[src/rtl/dsp_pkg.sv]
// dsp_pkg: shared mode encodings and sequencer state type for the DSP subsystem
package dsp_pkg;
  localparam logic [1:0] MODE_BYPASS  = 2'b00;
  localparam logic [1:0] MODE_ECHO    = 2'b01;
  localparam logic [1:0] MODE_FIR     = 2'b10;
  localparam logic [1:0] MODE_INVALID = 2'b11;
  typedef enum logic [2:0] {
    ST_RUN,
    ST_FADE_OUT,
    ST_SWITCH,
    ST_SETTLE,
    ST_FADE_IN
  } seq_state_e;
endpackage

[src/rtl/dsp_mode_debounce.sv]
// mode_debounce: accepts a mode request after SAMPLES consecutive equal strobes, once per stable period
module mode_debounce #(
  parameter int SAMPLES = 16
) (
  input  logic       clock_i,
  input  logic       reset_i,
  input  logic       strobe_i,
  input  logic [1:0] request_i,
  output logic       accept_o
);
  localparam logic [15:0] CAP = 16'(SAMPLES);
  logic [1:0]  last_q;
  logic [15:0] cnt_q, cnt_d;
  logic        same;
  always_comb begin
    same     = request_i == last_q;
    cnt_d    = !same ? 16'd1 : (cnt_q == CAP ? CAP : cnt_q + 16'd1);
    accept_o = strobe_i && cnt_d == CAP && !(same && cnt_q == CAP);
  end
  always_ff @(posedge clock_i) begin
    if (reset_i) begin
      last_q <= 2'b00;
      cnt_q  <= 16'd0;
    end else if (strobe_i) begin
      last_q <= request_i;
      cnt_q  <= cnt_d;
    end
  end
endmodule

[src/rtl/dsp_mode_sequencer.sv]
// dsp_mode_sequencer: click-free mode switch (fade out, switch, settle muted, fade in); DSP_MODE_DEBOUNCE_EN adds request debounce
module dsp_mode_sequencer
  import dsp_pkg::*;
#(
  parameter int RAMP_SHIFT       = 6,
  parameter int SETTLE_SAMPLES   = 65,
  parameter int DEBOUNCE_SAMPLES = 16
) (
  input  logic        clock_i,
  input  logic        reset_i,
  input  logic        sample_strobe_i,
  input  logic [1:0]  mode_request_i,
  input  logic [15:0] processed_sample_i,
  output logic [1:0]  selector_o,
  output logic [15:0] output_sample_o,
  output logic [1:0]  active_mode_o,
  output logic        busy_o
);
  localparam int PW = 17 + RAMP_SHIFT;
  localparam logic [RAMP_SHIFT:0] FULL  = {1'b1, {RAMP_SHIFT{1'b0}}};
  localparam logic [RAMP_SHIFT:0] G_ONE = {{RAMP_SHIFT{1'b0}}, 1'b1};
  seq_state_e state_q, state_d;
  logic [RAMP_SHIFT:0] gain_q, gain_d, g_dec, g_inc;
  logic [15:0] cnt_q, cnt_d, out_q, out_d, scaled;
  logic [1:0]  pend_q, pend_d, act_q, act_d, pend_eff;
  logic        accept, mism;
  logic signed [PW-1:0] op_a, op_b, prod;
`ifdef DSP_MODE_DEBOUNCE_EN
  logic db_accept;
  mode_debounce #(.SAMPLES(DEBOUNCE_SAMPLES)) u_debounce (
    .clock_i   (clock_i),
    .reset_i   (reset_i),
    .strobe_i  (sample_strobe_i),
    .request_i (mode_request_i),
    .accept_o  (db_accept)
  );
  assign accept = db_accept && mode_request_i != MODE_INVALID;
`else
  logic unused_debounce;
  assign unused_debounce = ^DEBOUNCE_SAMPLES;
  assign accept = sample_strobe_i && mode_request_i != MODE_INVALID;
`endif
  // Q0.RAMP_SHIFT gain; full scale bypasses the multiplier so audio passes bit-exact
  assign op_a   = PW'($signed(processed_sample_i));
  assign op_b   = PW'({1'b0, gain_q});
  assign prod   = op_a * op_b;
  assign scaled = gain_q == FULL ? processed_sample_i : 16'(prod >>> RAMP_SHIFT);
  always_comb begin
    pend_eff = accept ? mode_request_i : pend_q;
    mism     = pend_eff != act_q;
    g_dec    = gain_q == '0 ? '0 : gain_q - G_ONE;
    g_inc    = gain_q == FULL ? FULL : gain_q + G_ONE;
    state_d  = state_q;
    gain_d   = gain_q;
    cnt_d    = cnt_q;
    act_d    = act_q;
    pend_d   = pend_eff;
    out_d    = sample_strobe_i ? scaled : out_q;
    unique case (state_q)
      ST_RUN: state_d = sample_strobe_i && mism ? ST_FADE_OUT : ST_RUN;
      ST_FADE_OUT:
        if (sample_strobe_i) begin
          if (!mism) state_d = ST_FADE_IN;
          else begin
            gain_d  = g_dec;
            state_d = g_dec == '0 ? ST_SWITCH : ST_FADE_OUT;
          end
        end
      ST_SWITCH: begin
        act_d   = pend_q;
        cnt_d   = 16'(SETTLE_SAMPLES);
        state_d = ST_SETTLE;
      end
      ST_SETTLE:
        if (sample_strobe_i) begin
          cnt_d   = cnt_q == 16'd0 ? 16'd0 : cnt_q - 16'd1;
          state_d = cnt_q <= 16'd1 ? ST_FADE_IN : ST_SETTLE;
        end
      ST_FADE_IN:
        if (sample_strobe_i) begin
          if (mism) state_d = ST_FADE_OUT;
          else begin
            gain_d  = g_inc;
            state_d = g_inc == FULL ? ST_RUN : ST_FADE_IN;
          end
        end
      default: state_d = ST_RUN;
    endcase
  end
  always_ff @(posedge clock_i) begin
    if (reset_i) begin
      state_q <= ST_RUN;
      gain_q  <= FULL;
      cnt_q   <= 16'd0;
      pend_q  <= MODE_BYPASS;
      act_q   <= MODE_BYPASS;
      out_q   <= 16'd0;
    end else begin
      state_q <= state_d;
      gain_q  <= gain_d;
      cnt_q   <= cnt_d;
      pend_q  <= pend_d;
      act_q   <= act_d;
      out_q   <= out_d;
    end
  end
  assign selector_o      = act_q;
  assign active_mode_o   = act_q;
  assign output_sample_o = out_q;
  assign busy_o          = state_q != ST_RUN;
endmodule
[config.mk]
export PLATFORM = sky130hd
export DESIGN_NAME = dsp_mode_sequencer
export DESIGN_NICKNAME = d
export VERILOG_FILES = /design/src/rtl/dsp_pkg.sv /design/src/rtl/dsp_mode_debounce.sv /design/src/rtl/dsp_mode_sequencer.sv
export SDC_FILE = /design/constraint.sdc
export NUM_CORES = 1
export LEC_CHECK = 0
export CORE_ASPECT_RATIO = 0.5
export CORE_MARGIN = 8
export CORE_UTILIZATION = 65
export CTS_CLUSTER_SIZE = 16
export DETAILED_ROUTE_END_ITERATION = 8
export PLACE_DENSITY = 0.92
export SYNTH_ARGS = -nofsm -noshare
export SYNTH_HDL_FRONTEND = slang
export SYNTH_HIERARCHICAL = 1
export SYNTH_SLANG_ARGS = --single-unit
[constraint.sdc]
create_clock -name clock_i -period 16.9 [get_ports clock_i]
set_clock_uncertainty 0.05 [all_clocks]
set_input_delay 3.38 -clock clock_i [delete_from_list [all_inputs] [get_ports clock_i]]
set_output_delay 3.38 -clock clock_i [all_outputs]
set_load 0.05 [all_outputs]
==> results.sh <==
export IMPL_cp_end_kind="flip-flop"
export IMPL_diodes=0
export IMPL_seq_area_frac_synth_pct=14.74
export IMPL_syn_nets=887
export IMPL_rsz0062_at_grt="false"
export IMPL_antenna_found_initial=0
export IMPL_cts_tree="built"
export IMPL_portBuffers=41
export IMPL_rr_worst_depth=17
export IMPL_fin_area_um2=6862
export IMPL_firstDrtPassIters=4
export IMPL_fin_nets=905
export IMPL_ctsRootBufferMaster="clkbuf_16"
export IMPL_postSynth_asyncResetShare_pct=0
export IMPL_hold_violations=0
export IMPL_drt_wl_total_mm=14.98
export IMPL_ys_flop_type="dfxtp_1"
export IMPL_ys_warn_count=6
export IMPL_core_um2=9384
export IMPL_peakVddDrop_mv=0.04773
export IMPL_setup_viol=0
export IMPL_grt_pass1_wl_mm=25.44
export IMPL_start_util_pct=66.56
export IMPL_cp_slowest_stage_delay_ps=560
export IMPL_numCtsBuffers=5
export IMPL_crit_slowest_cell="fa_1"
export IMPL_yosys_area_top_type_share_pct=25.64
export IMPL_maxSlewViolCount=0
export IMPL_place_gp_congestion=0.8970
export IMPL_cts_setup_buffers=0
export IMPL_yosysMostFrequentCell="inv_1"
export IMPL_power_per_cell_area_nw_per_um2=62.80
export IMPL_ys_types=63
export IMPL_min_period_ps=8332
export IMPL_place_hpwl_mm=11.09
export IMPL_grt_max_degree=37
export IMPL_status="finished, final reports clean"
export IMPL_max_slew_margin_pct=36.89
export IMPL_critical_path_cell_chain="clkdlybuf4s50_1 > and2_1 > fa_1 > fa_1 > fa_1 > inv_1 > fa_1 > inv_1 > ha_1 > and3_1 > a221oi_2 > a21oi_2 > o2111ai_4 > a21oi_2 > o21ai_1 > mux2_1 > a311oi_1"
export IMPL_worstPathRequired_ps=17050
export IMPL_p_leak_nw=3.259
export IMPL_clk_latency_ps=280
export IMPL_yosys_register_bits=46
export IMPL_drive_gt1_share_pct=3.947
export IMPL_die_w_um=154.6
export IMPL_path_common_cell="fa_1"
export IMPL_hold_start="pend_q[1]"
export IMPL_viasPerCell=5.926
export IMPL_cp_start_kind="primary input"
export IMPL_placed_area_um2=6699
export IMPL_clock_sinks=46
export IMPL_synthCells=741
export IMPL_critPathKind="primary input to flip-flop"
export IMPL_holdPathStages=2
export IMPL_row_count=25
export IMPL_dr_total_vias=5221
export IMPL_min_to="active_mode_o[1]"
export IMPL_r2r_end="output_sample_o[12]"
export IMPL_worst_r2r_startpoint="gain_q[3]"
export IMPL_netlist_top_cells_area="fa_1 (26%), dfxtp_1 (15%), ha_1 (9.0%)"
export IMPL_finalSetupTns_ps=0
export IMPL_cp_arrival_ps=8480
export IMPL_h_tree_depth=2
export IMPL_wire_per_inst_um=17.00
export IMPL_syn_avg_cell_area_um2=8.429
export IMPL_grt_use_total_pct=23.23
export IMPL_grt_pass1_vias=5506
export IMPL_io_pins=42
export IMPL_first_iter_violations=370
export IMPL_ctsResizeCount=0
export IMPL_synth_area_um2=6246
export IMPL_clkSlewWorstSetupHoldPaths_ps=60
export IMPL_synth_largest_area_cell="fa_1"
export IMPL_r2r_slack_ps=11320
export IMPL_synth_commonest_cells="inv_1 (112), and2_1 (83), fa_1 (80)"
export IMPL_min_path_type="flip-flop to flip-flop"
export IMPL_fp_dieH_um=85.32
export IMPL_post_route_drc_count=0
export IMPL_final_antenna_net_count=0
export IMPL_syn2layout_area_growth_pct=9.856
export IMPL_synth_edf_count=0
export IMPL_worst_pin_slew_ps=945.4
export IMPL_period_share_pct=49.30
export IMPL_die_area_um2=13190
export IMPL_fmax_mhz=120.0
export IMPL_cts_hold_buf=0
export IMPL_fillers=681
export IMPL_cp_max_fo=8
export IMPL_cts_path_max_buffers=2
export IMPL_overflow=0
export IMPL_drv_cap=0
==> metal layers <==
metal	global-route usage (%)	part of all wire, %
met1	28.56	43
met2	40.35	49
met5	0	0
met3	4.359	6.3
met4	8.208	2.2
==> logic make-up after synthesis <==
group                      Yosys count  share of synthesized area (%)
DFF                                 46                          14.74
muxes                                7                          1.162
xor gates and xnor gates            36                          5.048
adders and majority gates          125                          34.66
buffers and inverters              149                          9.315
and+or+nand+nor                    274                          23.02
AOI/OAI and AO/OA                  104                          12.06
==> per-stage QoR <==
stage	worst slack, ps	util (%)	total power, W	hold slack (ps)	instances
after floorplan	9170	-	0.0002682	382.1	741
after global placement	8486	71.39	0.0003091	392.6	873
after detailed placement	8310	71.39	0.0003189	394.8	873
after CTS	8585	73.12	0.0004302	403.5	881
after global routing	8281	73.12	0.0004593	423.4	881
final	8568	73.12	0.0004309	408.5	881
==> cell type report <==
cell class	instances	area [um^2]	share of cell area, %
clock inverter	1	30.03	0.4376
tap	121	151.4	2.206
multi-input combinational	546	4743	69.13
inverter	112	420.4	6.127
clock buffer	7	132.6	1.933
sequential	46	920.9	13.42
timing repair buffer	48	462.9	6.747
==> power breakdown <==
group          switching, W  internal (W)
sequential       0.00000742      0.000114
clock             0.0000407     0.0000700
combinational      0.000121     0.0000770
==> cells in the final DEF, fill, tap and decap left out, types with 12 or more instances in the layout <==
cell and count:
dfxtp_1 46, a21oi_1 30, nor2_1 52, nand3_1 12, ha_1 45, nand2_1 72, fa_1 80, clkdlybuf4s50_1 41
xor2_1 12, and2_1 83, xnor2_1 24, inv_1 112
==> worst max-delay path: cells and delay by family <==
kind                       cells  cell delay (ps)
buffers and inverters          3              620
adders and majority gates      5             2430
muxes                          1              350
and+or+nand+nor                2              460
AOI/OAI and AO/OA              6             1230
==> registers in the layout (all words and copies together), names as in the netlist <==
signal and cells:
pend_q 2, cnt_q 16, output_sample_o 16, gain_q 7, active_mode_o 2, state_q 3
==> worst max-delay path by stage <==
stage,from,to,slack (ps),cells after the start
after floorplan,processed_sample_i[4],output_sample_o[12],9170,16
after global placement,processed_sample_i[4],output_sample_o[12],8490,18
after detailed placement,processed_sample_i[3],output_sample_o[12],8310,18
after CTS,processed_sample_i[4],output_sample_o[12],8590,17
after global routing,processed_sample_i[3],output_sample_o[12],8280,18
final,processed_sample_i[4],output_sample_o[12],8570,17
Note: power is estimated with default switching activity, not from simulation.
